<file path="src/rtl/counter_pkg.sv">
// Shared constants and helpers for the up/down counter and its prescaler.
package counter_pkg;

    localparam logic CNT_UP   = 1'b1;
    localparam logic CNT_DOWN = 1'b0;

    // Prescaler counter width: enough bits to hold PRESCALE-1, never less than one.
    function automatic int prescale_width(input int prescale);
        int w;
        w = $clog2(prescale);
        return (w < 1) ? 1 : w;
    endfunction

endpackage

</file>
<file path="src/rtl/mod_updown_counter_if.sv">
// Control/status bundle of the up/down counter.
// Handshake: there is no valid/ready pair; every control input is sampled on
// each rising clk edge, and q/tc/ovf are registered outputs that change only
// on that edge.
interface mod_updown_counter_if #(
    parameter int N = 8
);
    logic         start;
    logic         en;
    logic         up;
    logic         load;
    logic [N-1:0] load_val;
    logic [N-1:0] mod_max;
    logic [N-1:0] q;
    logic         tc;
    logic         ovf;

    modport master (
        output start, en, up, load, load_val, mod_max,
        input  q, tc, ovf
    );

    modport slave (
        input  start, en, up, load, load_val, mod_max,
        output q, tc, ovf
    );
endinterface

</file>
<file path="src/rtl/mod_updown_counter_tick_prescaler.sv">
// Enable prescaler: emits one tick every PRESCALE enabled cycles.
module tick_prescaler
    import counter_pkg::*;
#(
    parameter int PRESCALE = 1
) (
    input  logic clk,
    input  logic rst,
    input  logic clr,
    input  logic en,
    output logic tick
);

    generate
        if (PRESCALE == 1) begin : g_pass
            // Every enabled cycle is a step; no state needed.
            logic unused_ok;
            assign unused_ok = clk ^ rst ^ clr;
            assign tick      = en;
        end else begin : g_div
            localparam int W = prescale_width(PRESCALE);
            localparam logic [W-1:0] LAST = W'(PRESCALE - 1);

            logic [W-1:0] cnt_q;
            logic [W-1:0] cnt_d;

            // Count enabled cycles 0..PRESCALE-1; clr restarts the phase.
            always_comb begin
                cnt_d = cnt_q;
                if (clr) begin
                    cnt_d = '0;
                end else if (en) begin
                    cnt_d = (cnt_q == LAST) ? '0 : cnt_q + 1'b1;
                end
            end

            // Phase register.
            always_ff @(posedge clk) begin
                if (rst) begin
                    cnt_q <= '0;
                end else begin
                    cnt_q <= cnt_d;
                end
            end

            assign tick = en && (cnt_q == LAST);
        end
    endgenerate

endmodule

</file>
<file path="src/rtl/mod_updown_counter.sv">
// N-bit modulo up/down counter with load, prescaled enable, wrap/saturate
// mode, terminal-count pulse and sticky overflow.
module mod_updown_counter
    import counter_pkg::*;
#(
    parameter int N        = 8,
    parameter int PRESCALE = 1,
    parameter int SATURATE = 0
) (
    input  logic                 clk,
    input  logic                 rst,
    mod_updown_counter_if.slave  bus
);

    localparam bit SAT = (SATURATE != 0);

    logic [N-1:0] q_q, q_d;
    logic         tc_q, tc_d;
    logic         ovf_q, ovf_d;
    logic         tick;
    logic         pre_clr;

    // Start-low and load both restart the prescaler phase.
    assign pre_clr = !bus.start || bus.load;

    tick_prescaler #(
        .PRESCALE (PRESCALE)
    ) u_prescaler (
        .clk  (clk),
        .rst  (rst),
        .clr  (pre_clr),
        .en   (bus.en),
        .tick (tick)
    );

    // Next state: start-low clear > load > step > hold; tc defaults low.
    always_comb begin
        q_d   = q_q;
        tc_d  = 1'b0;
        ovf_d = ovf_q;
        if (!bus.start) begin
            q_d   = '0;
            ovf_d = 1'b0;
        end else if (bus.load) begin
            q_d = (bus.load_val > bus.mod_max) ? bus.mod_max : bus.load_val;
        end else if (tick) begin
            if (bus.up == CNT_UP) begin
                // >= so a lowered mod_max never lets the count run past it.
                if (q_q >= bus.mod_max) begin
                    tc_d  = 1'b1;
                    ovf_d = 1'b1;
                    q_d   = SAT ? bus.mod_max : '0;
                end else begin
                    q_d = q_q + 1'b1;
                end
            end else begin
                if (q_q > bus.mod_max) begin
                    // Pull back into range after mod_max was lowered; not terminal.
                    q_d = bus.mod_max;
                end else if (q_q == '0) begin
                    tc_d  = 1'b1;
                    ovf_d = 1'b1;
                    q_d   = SAT ? '0 : bus.mod_max;
                end else begin
                    q_d = q_q - 1'b1;
                end
            end
        end
    end

    // Output registers with synchronous reset.
    always_ff @(posedge clk) begin
        if (rst) begin
            q_q   <= '0;
            tc_q  <= 1'b0;
            ovf_q <= 1'b0;
        end else begin
            q_q   <= q_d;
            tc_q  <= tc_d;
            ovf_q <= ovf_d;
        end
    end

    assign bus.q   = q_q;
    assign bus.tc  = tc_q;
    assign bus.ovf = ovf_q;

endmodule

</file>
<file path="src/flat_wrapper.sv">
// flat-port wrapper written by rule: the top's interface ports become plain ports
module mod_updown_counter_flat import counter_pkg::*;
#(
    parameter int N        = 8,
    parameter int PRESCALE = 1,
    parameter int SATURATE = 0
)
  (clk, rst, bus_start, bus_en, bus_up, bus_load, bus_load_val, bus_mod_max, bus_q, bus_tc, bus_ovf);
  mod_updown_counter_if #(.N(N)) bus_i ();
  input  logic clk;
  input  logic rst;
  input wire logic [$bits(bus_i.start)-1:0] bus_start;
  input wire logic [$bits(bus_i.en)-1:0] bus_en;
  input wire logic [$bits(bus_i.up)-1:0] bus_up;
  input wire logic [$bits(bus_i.load)-1:0] bus_load;
  input wire logic [$bits(bus_i.load_val)-1:0] bus_load_val;
  input wire logic [$bits(bus_i.mod_max)-1:0] bus_mod_max;
  output wire logic [$bits(bus_i.q)-1:0] bus_q;
  output wire logic [$bits(bus_i.tc)-1:0] bus_tc;
  output wire logic [$bits(bus_i.ovf)-1:0] bus_ovf;
  assign bus_i.start = bus_start;
  assign bus_i.en = bus_en;
  assign bus_i.up = bus_up;
  assign bus_i.load = bus_load;
  assign bus_i.load_val = bus_load_val;
  assign bus_i.mod_max = bus_mod_max;
  assign bus_q = bus_i.q;
  assign bus_tc = bus_i.tc;
  assign bus_ovf = bus_i.ovf;
  mod_updown_counter #(.N(N), .PRESCALE(PRESCALE), .SATURATE(SATURATE)) u_core (.clk(clk), .rst(rst), .bus(bus_i));
endmodule
</file>
<file path="config.mk">
export PLATFORM = sky130hd
export DESIGN_NAME = mod_updown_counter_flat
export DESIGN_NICKNAME = d
export VERILOG_FILES = /design/src/rtl/counter_pkg.sv /design/src/rtl/mod_updown_counter_if.sv /design/src/rtl/mod_updown_counter_tick_prescaler.sv /design/src/rtl/mod_updown_counter.sv /design/src/flat_wrapper.sv
export SDC_FILE = /design/constraint.sdc
export NUM_CORES = 1
export LEC_CHECK = 0
export CAP_MARGIN = 20
export CORE_MARGIN = 2
export CORE_UTILIZATION = 37
export CTS_CLUSTER_DIAMETER = 150
export DETAILED_ROUTE_END_ITERATION = 6
export SYNTH_ARGS = -nofsm -noshare
export SYNTH_HDL_FRONTEND = slang
export SYNTH_SLANG_ARGS = --single-unit
</file>
<file path="constraint.sdc">
create_clock -name clk -period 3.2 [get_ports clk]
set_clock_uncertainty 0.05 [all_clocks]
set_input_delay 0.64 -clock clk [delete_from_list [all_inputs] [get_ports clk]]
set_output_delay 0.64 -clock clk [all_outputs]
set_load 0.02 [all_outputs]
</file>
After elaboration in Yosys (flattened, before gate mapping)
Index checks and enable logic that the tools add are counted.
{"block": "classes", "n_addsub": 2, "eq_ne": 2, "reduce_logical": 6, "n_bitwise": 3, "magnitude_cmp": 3, "mux": 15}
{"op": "$mux W8", "count": 7}
{"op": "$gt A8 B8 Y1", "count": 2}
{"op": "$add A8 B1 Y8 const B", "count": 1}
{"op": "$ge A8 B8 Y1", "count": 1}
{"op": "$logic_not A8 Y1", "count": 1}
{"op": "$mux W1", "count": 8}
{"op": "$sub A8 B1 Y8 const B", "count": 1}
{"op": "$reduce_and A5 Y1", "count": 1}
{"op": "$reduce_bool A2 Y1", "count": 2}
{"op": "$reduce_or A4 Y1", "count": 1}
{"op": "$not A1 Y1", "count": 3}
{"op": "$ne A2 B1 Y1 const B", "count": 1}
{"op": "$ne A2 B2 Y1 const B", "count": 1}
{"op": "$reduce_or A2 Y1", "count": 1}
{"block": "word_totals", "out_inout_bits": 10, "regBits": 10, "input_bits": 22, "elab_cells": 34}

Depth between registers and ports, before layout
{"block": "logic_depth", "depth_word": 6, "depth_mapped": 9, "ltp_nobuf": 8}

Hierarchy
Synthesis repeated with hierarchy kept, for this count alone.
{"block": "unflattened", "hier_cells": 199, "hier_area_um2": 1488.9}
{"mod": "mod_updown_counter", "instances": 1, "area_per_inst_um2": 1481.4, "cells_per_inst": 198, "seq_area_each_um2": 200.2}
{"mod": "tick_prescaler", "instances": 1, "area_per_inst_um2": 7.5, "cells_per_inst": 1, "seq_area_each_um2": 0.0}

Least setup slack after synthesis
Ideal clock, no wire load.
{"block": "synth_path", "kind": "input to register", "startpoint": "input bus_mod_max[7]", "endpoint": "register u_core.q_q[1] (netlist: u_core.bus.q[1])", "t_required_ps": 3028, "stages": 7, "arrival_time_ps": 2348, "path_buffers": 0, "path_slack_ps": 680, "setup_time_ps": 122, "cell_sequence": "inv_1 -> ha_1 -> nand4_1 -> o21a_1 -> a21oi_1 -> mux2_2 -> a221o_1"}
{"block": "synth_between", "elab_chain_len": 5, "elab_cells_between_ends": 9, "cone_classes": "order compare: 3; mux: 6"}
{"item": "from (decl)", "line": "flat_wrapper.sv:17", "rtl": "input wire logic [$bits(bus_i.mod_max)-1:0] bus_mod_max;"}
{"item": "$gt A8 B8 Y1 / $ge A8 B8 Y1 (equally long branches)", "line": "mod_updown_counter.sv:57, mod_updown_counter.sv:49"}
{"item": "$mux W8, on equally long branches", "line": "mod_updown_counter.sv:57, mod_updown_counter.sv:49"}
{"item": "$mux W8", "line": "mod_updown_counter.sv:47", "rtl": "if (bus.up == CNT_UP) begin"}
{"item": "$mux W8", "line": "mod_updown_counter.sv:46", "rtl": "end else if (tick) begin"}
{"item": "$mux W8 *", "line": "mod_updown_counter.sv:44", "rtl": "end else if (bus.load) begin"}
{"item": "to (signal assigned)", "line": "mod_updown_counter.sv:78", "rtl": "q_q <= q_d;"}
{"item": "to (decl)", "line": "mod_updown_counter.sv:17", "rtl": "logic [N-1:0] q_q, q_d;"}
Every way passes the cells marked *; elsewhere a longest branch is shown, timed or not. The select of a mux whose other input is x is not followed.
A chain may end at the register's enable or synchronous reset.

Worst setup path after layout
Ends and elaborated chain as after synthesis.

==> flow_results.xml <==
<?xml version="1.0" encoding="UTF-8"?>
<metrics>
  <group name="status">
    <metric name="result_of_the_run" unit="">finished, final reports clean</metric>
  </group>
  <group name="sta">
    <metric name="final.min_clock_period" unit="ns">2.885</metric>
    <metric name="worst-slew-pin-transition" unit="ns">0.4447</metric>
    <metric name="slew_violations" unit="">0</metric>
    <metric name="finalHoldViolations" unit="">0</metric>
    <metric name="post-route-worst-setup-slack" unit="ns">0.3154</metric>
    <metric name="setup_failing_eps_final" unit="">0</metric>
    <metric name="grt_setup_unrepaired" unit="">false</metric>
    <metric name="final.setup.tns" unit="ns">0</metric>
    <metric name="worst_slew_margin_rel" unit="">0.7031</metric>
    <metric name="finalCritPeriodShare" unit="">0.9014</metric>
    <metric name="fmax" unit="GHz">0.3467</metric>
  </group>
  <group name="cts">
    <metric name="post_cts.resized_instances" unit="">0</metric>
    <metric name="clk-insertion-delay-late" unit="ns">0.24</metric>
    <metric name="postCtsSetupBuffers" unit="">0</metric>
    <metric name="hold_buffers" unit="">0</metric>
    <metric name="ctsHtreeMaxLevel" unit="">1</metric>
    <metric name="cts-root-buf" unit="">clkbuf_8</metric>
    <metric name="cts_made_buffers" unit="">3</metric>
    <metric name="cts_num_sinks" unit="">10</metric>
    <metric name="tritoncts" unit="">done</metric>
    <metric name="cts-root-to-sink-buffers" unit="">2</metric>
    <metric name="cts.reportedPaths.clkPinSlew" unit="ns">0.05</metric>
  </group>
  <group name="floorplanning">
    <metric name="floorplan.die_area" unit="µm²">4336</metric>
    <metric name="floorplan.rows" unit="">22</metric>
    <metric name="starting_density" unit="">0.3865</metric>
    <metric name="die_w" unit="µm">65.85</metric>
    <metric name="boundaryPins" unit="">32</metric>
    <metric name="chipHeight" unit="µm">65.85</metric>
    <metric name="area_inside_the_core_boundary" unit="µm²">3661</metric>
  </group>
  <group name="worst_setup_path">
    <metric name="reg2reg_slack" unit="ns">0.66</metric>
    <metric name="worstReg2RegStart" unit="">u_core.bus.q[0]</metric>
    <metric name="timing.critical_path.required" unit="ns">3.28</metric>
    <metric name="rr_endpoint" unit="">u_core.bus.q[1]</metric>
    <metric name="critPathMaxFanout" unit="">4</metric>
    <metric name="critical_path.startpoint_type" unit="">input port</metric>
    <metric name="path_class" unit="">in -&gt; reg</metric>
    <metric name="end_kind" unit="">flip-flop</metric>
    <metric name="critical_path_arrival" unit="ns">2.96</metric>
    <metric name="reg2reg_depth" unit="">7</metric>
  </group>
  <group name="synthesis">
    <metric name="synth.cell_area" unit="µm²">1415</metric>
    <metric name="syn-mean-instance-area" unit="µm²">7.950</metric>
    <metric name="synth_flop_cell" unit="">dfxtp_1</metric>
    <metric name="synth_async_sr_flop_share" unit="">0</metric>
    <metric name="synthesis.instances" unit="">178</metric>
    <metric name="largest_cells_by_area_after_synthesis" unit="">ha_1, dfxtp_1, a21oi_1</metric>
    <metric name="yosys_warnings" unit="">0</metric>
    <metric name="synth_top_cell_by_area" unit="">ha_1</metric>
    <metric name="yosys.cell_types.count" unit="">52</metric>
    <metric name="mappedNetlistNets" unit="">219</metric>
    <metric name="netlist.area_leader.share" unit="">0.1680</metric>
    <metric name="number_of_enable_flip_flop_cells_after_synthesis" unit="">0</metric>
    <metric name="seq_area_frac_synth" unit="">0.1415</metric>
    <metric name="postSynthRegisterBits" unit="">10</metric>
  </group>
  <group name="place">
    <metric name="post_place_cells" unit="">259</metric>
    <metric name="routabilityCongestion" unit="">0.8623</metric>
    <metric name="place.detailed.hpwl" unit="mm">3.318</metric>
    <metric name="dpl_worst_slack" unit="ns">0.05721</metric>
    <metric name="place.port_buffers" unit="">31</metric>
  </group>
  <group name="grt">
    <metric name="grt_pass1_vias" unit="">1461</metric>
    <metric name="track_usage" unit="">0.2004</metric>
    <metric name="grt.overflow.total" unit="">0</metric>
    <metric name="antenna_found_initial" unit="">0</metric>
    <metric name="grt_first_pass_wirelength" unit="mm">6.713</metric>
    <metric name="grt_max_degree" unit="">13</metric>
  </group>
  <group name="detailed_routing">
    <metric name="antenna_left" unit="">0</metric>
    <metric name="dr_drc_count" unit="">0</metric>
    <metric name="drtPass1Iterations" unit="">4</metric>
    <metric name="vias_per_cell" unit="">5.711</metric>
    <metric name="iter_0_drt_violations" unit="">69</metric>
    <metric name="vias" unit="">1502</metric>
    <metric name="finalWirelength" unit="mm">4.042</metric>
    <metric name="wire_per_inst" unit="µm">15.37</metric>
  </group>
  <group name="pwr">
    <metric name="peakVddDrop" unit="µV">169.5</metric>
    <metric name="power_density" unit="nW/µm²">297.8</metric>
    <metric name="cellLeakagePower" unit="nW">0.7702</metric>
  </group>
  <group name="min_path">
    <metric name="hold-path-cell-count" unit="">1</metric>
    <metric name="hold_class" unit="">reg -&gt; reg</metric>
    <metric name="start_point_of_the_worst_min_delay_path" unit="">u_core.bus.ovf</metric>
    <metric name="hold_end" unit="">u_core.bus.ovf</metric>
  </group>
  <group name="layout">
    <metric name="post_layout_nonfiller_instances" unit="">263</metric>
    <metric name="flow.area_growth_from_synthesis" unit="%">31.30</metric>
    <metric name="design.final.nets" unit="">258</metric>
    <metric name="final_layout_size_suffix_gt1_frac" unit="">0.1349</metric>
    <metric name="diodes" unit="">0</metric>
  </group>
  <group name="flow_run">
    <metric name="max-cap-violations" unit="">0</metric>
  </group>
</metrics>
## state kept, by name, indices dropped and copies added (netlist names)
| signal | count |
|---|---|
| u_core.bus.q | 8 |
| u_core.bus.ovf | 1 |
| u_core.bus.tc | 1 |
## critical path: stages
cell,delay (ns)
clkdlybuf4s50_1,0.49
inv_1,0.09
ha_1,0.32
a21oi_1,0.15
o21ai_0,0.16
o21a_1,0.18
or3_2,0.50
mux2i_1,0.14
a221o_1,0.31
## cell families (layout without fill, tap and decap cells)
kind of cell             after synthesis  in the layout  synth area share
flip-flops                            10             10            0.1415
XOR/XNOR                               9              9           0.05570
multiplexers                           6              6           0.04421
AND/OR/NAND/NOR                       57             57            0.2379
adder cells (fa/ha/maj)               19             19            0.1680
buffers and inverters                 18             55           0.05835
AO/OA/AOI/OAI                         59             59            0.2944
## how the worst max path moves through the flow
stage / to / from / cells past startpoint / slack (ns)
final: u_core.bus.q[1] / bus_mod_max[7] / 9 / 0.32
after global routing: u_core.bus.q[1] / bus_mod_max[1] / 9 / 0.20
after CTS: u_core.bus.q[1] / bus_mod_max[7] / 9 / 0.31
after detailed placement: u_core.bus.q[1] / bus_mod_max[7] / 9 / 0.06
after global placement: u_core.bus.q[1] / bus_mod_max[7] / 9 / 0.1
after floorplan: u_core.bus.q[1] / bus_mod_max[7] / 7 / 0.68
## layer usage
| metal | track usage | vias up | wire [µm] |
|---|---|---|---|
| met5 | 0 | - | 0 |
| met1 | 0.2676 | 708 | 1940 |
| met4 | 0.06250 | 0 | 44 |
| li1 | - | 758 | - |
| met3 | 0.02044 | 5 | 127 |
| met2 | 0.3371 | 31 | 1930 |
## cell usage in the layout (no fill, tap or decap), types with 6 or more instances in the layout
cell type | synthesis | layout
buf_4 | 0 | 9
nand2_1 | 11 | 11
a31oi_1 | 8 | 8
clkdlybuf4s50_1 | 0 | 31
nand3_1 | 7 | 7
dfxtp_1 | 10 | 10
o211ai_1 | 6 | 6
ha_1 | 19 | 19
a21oi_1 | 13 | 13
a21boi_0 | 6 | 6
nor2_1 | 9 | 9
inv_1 | 11 | 11
o221ai_1 | 6 | 6
## power by group
part	switching, mW	leakage [nW]	internal, mW	total [mW]
logic	0.132	0.667	0.134	0.266
clock network	0.0525	0.0216	0.0827	0.135
registers	0.0196	0.0816	0.133	0.152
total	0.204	0.770	0.349	0.553
## cell usage after synthesis (all sizes together) (5+ instances only)
master	instances
nor2	11
inv	11
nand3	7
xor2	5
ha	19
nand2	12
dfxtp	10
o211ai	6
o221ai	6
a21boi	6
a31oi	8
a21oi	14
nand4	5
## stage by stage
step,utilization,instance area (µm²),hold WS (ns),power (mW)
4_1_cts,0.5062,1853,0.4039,0.5518
2_1_floorplan,-,1415,0.5221,0.3212
3_5_place_dp,0.4949,1812,0.3929,0.4192
5_1_grt,0.5075,1858,0.4414,0.5887
3_3_place_gp,0.4949,1812,0.3855,0.4140
6_report,0.5075,1858,0.4014,0.5533
## final cells by class
| type | count | area (µm²) |
|---|---|---|
| Multi-Input combinational cell | 150 | 1132 |
| Clock buffer | 3 | 41.29 |
| Fill cell | 358 | 1803 |
| Inverter | 11 | 41.29 |
| Timing Repair Buffer | 41 | 382.9 |
| Tap cell | 48 | 60.06 |
| Sequential cell | 10 | 200.2 |
Note: power is estimated with default switching activity, not from simulation.
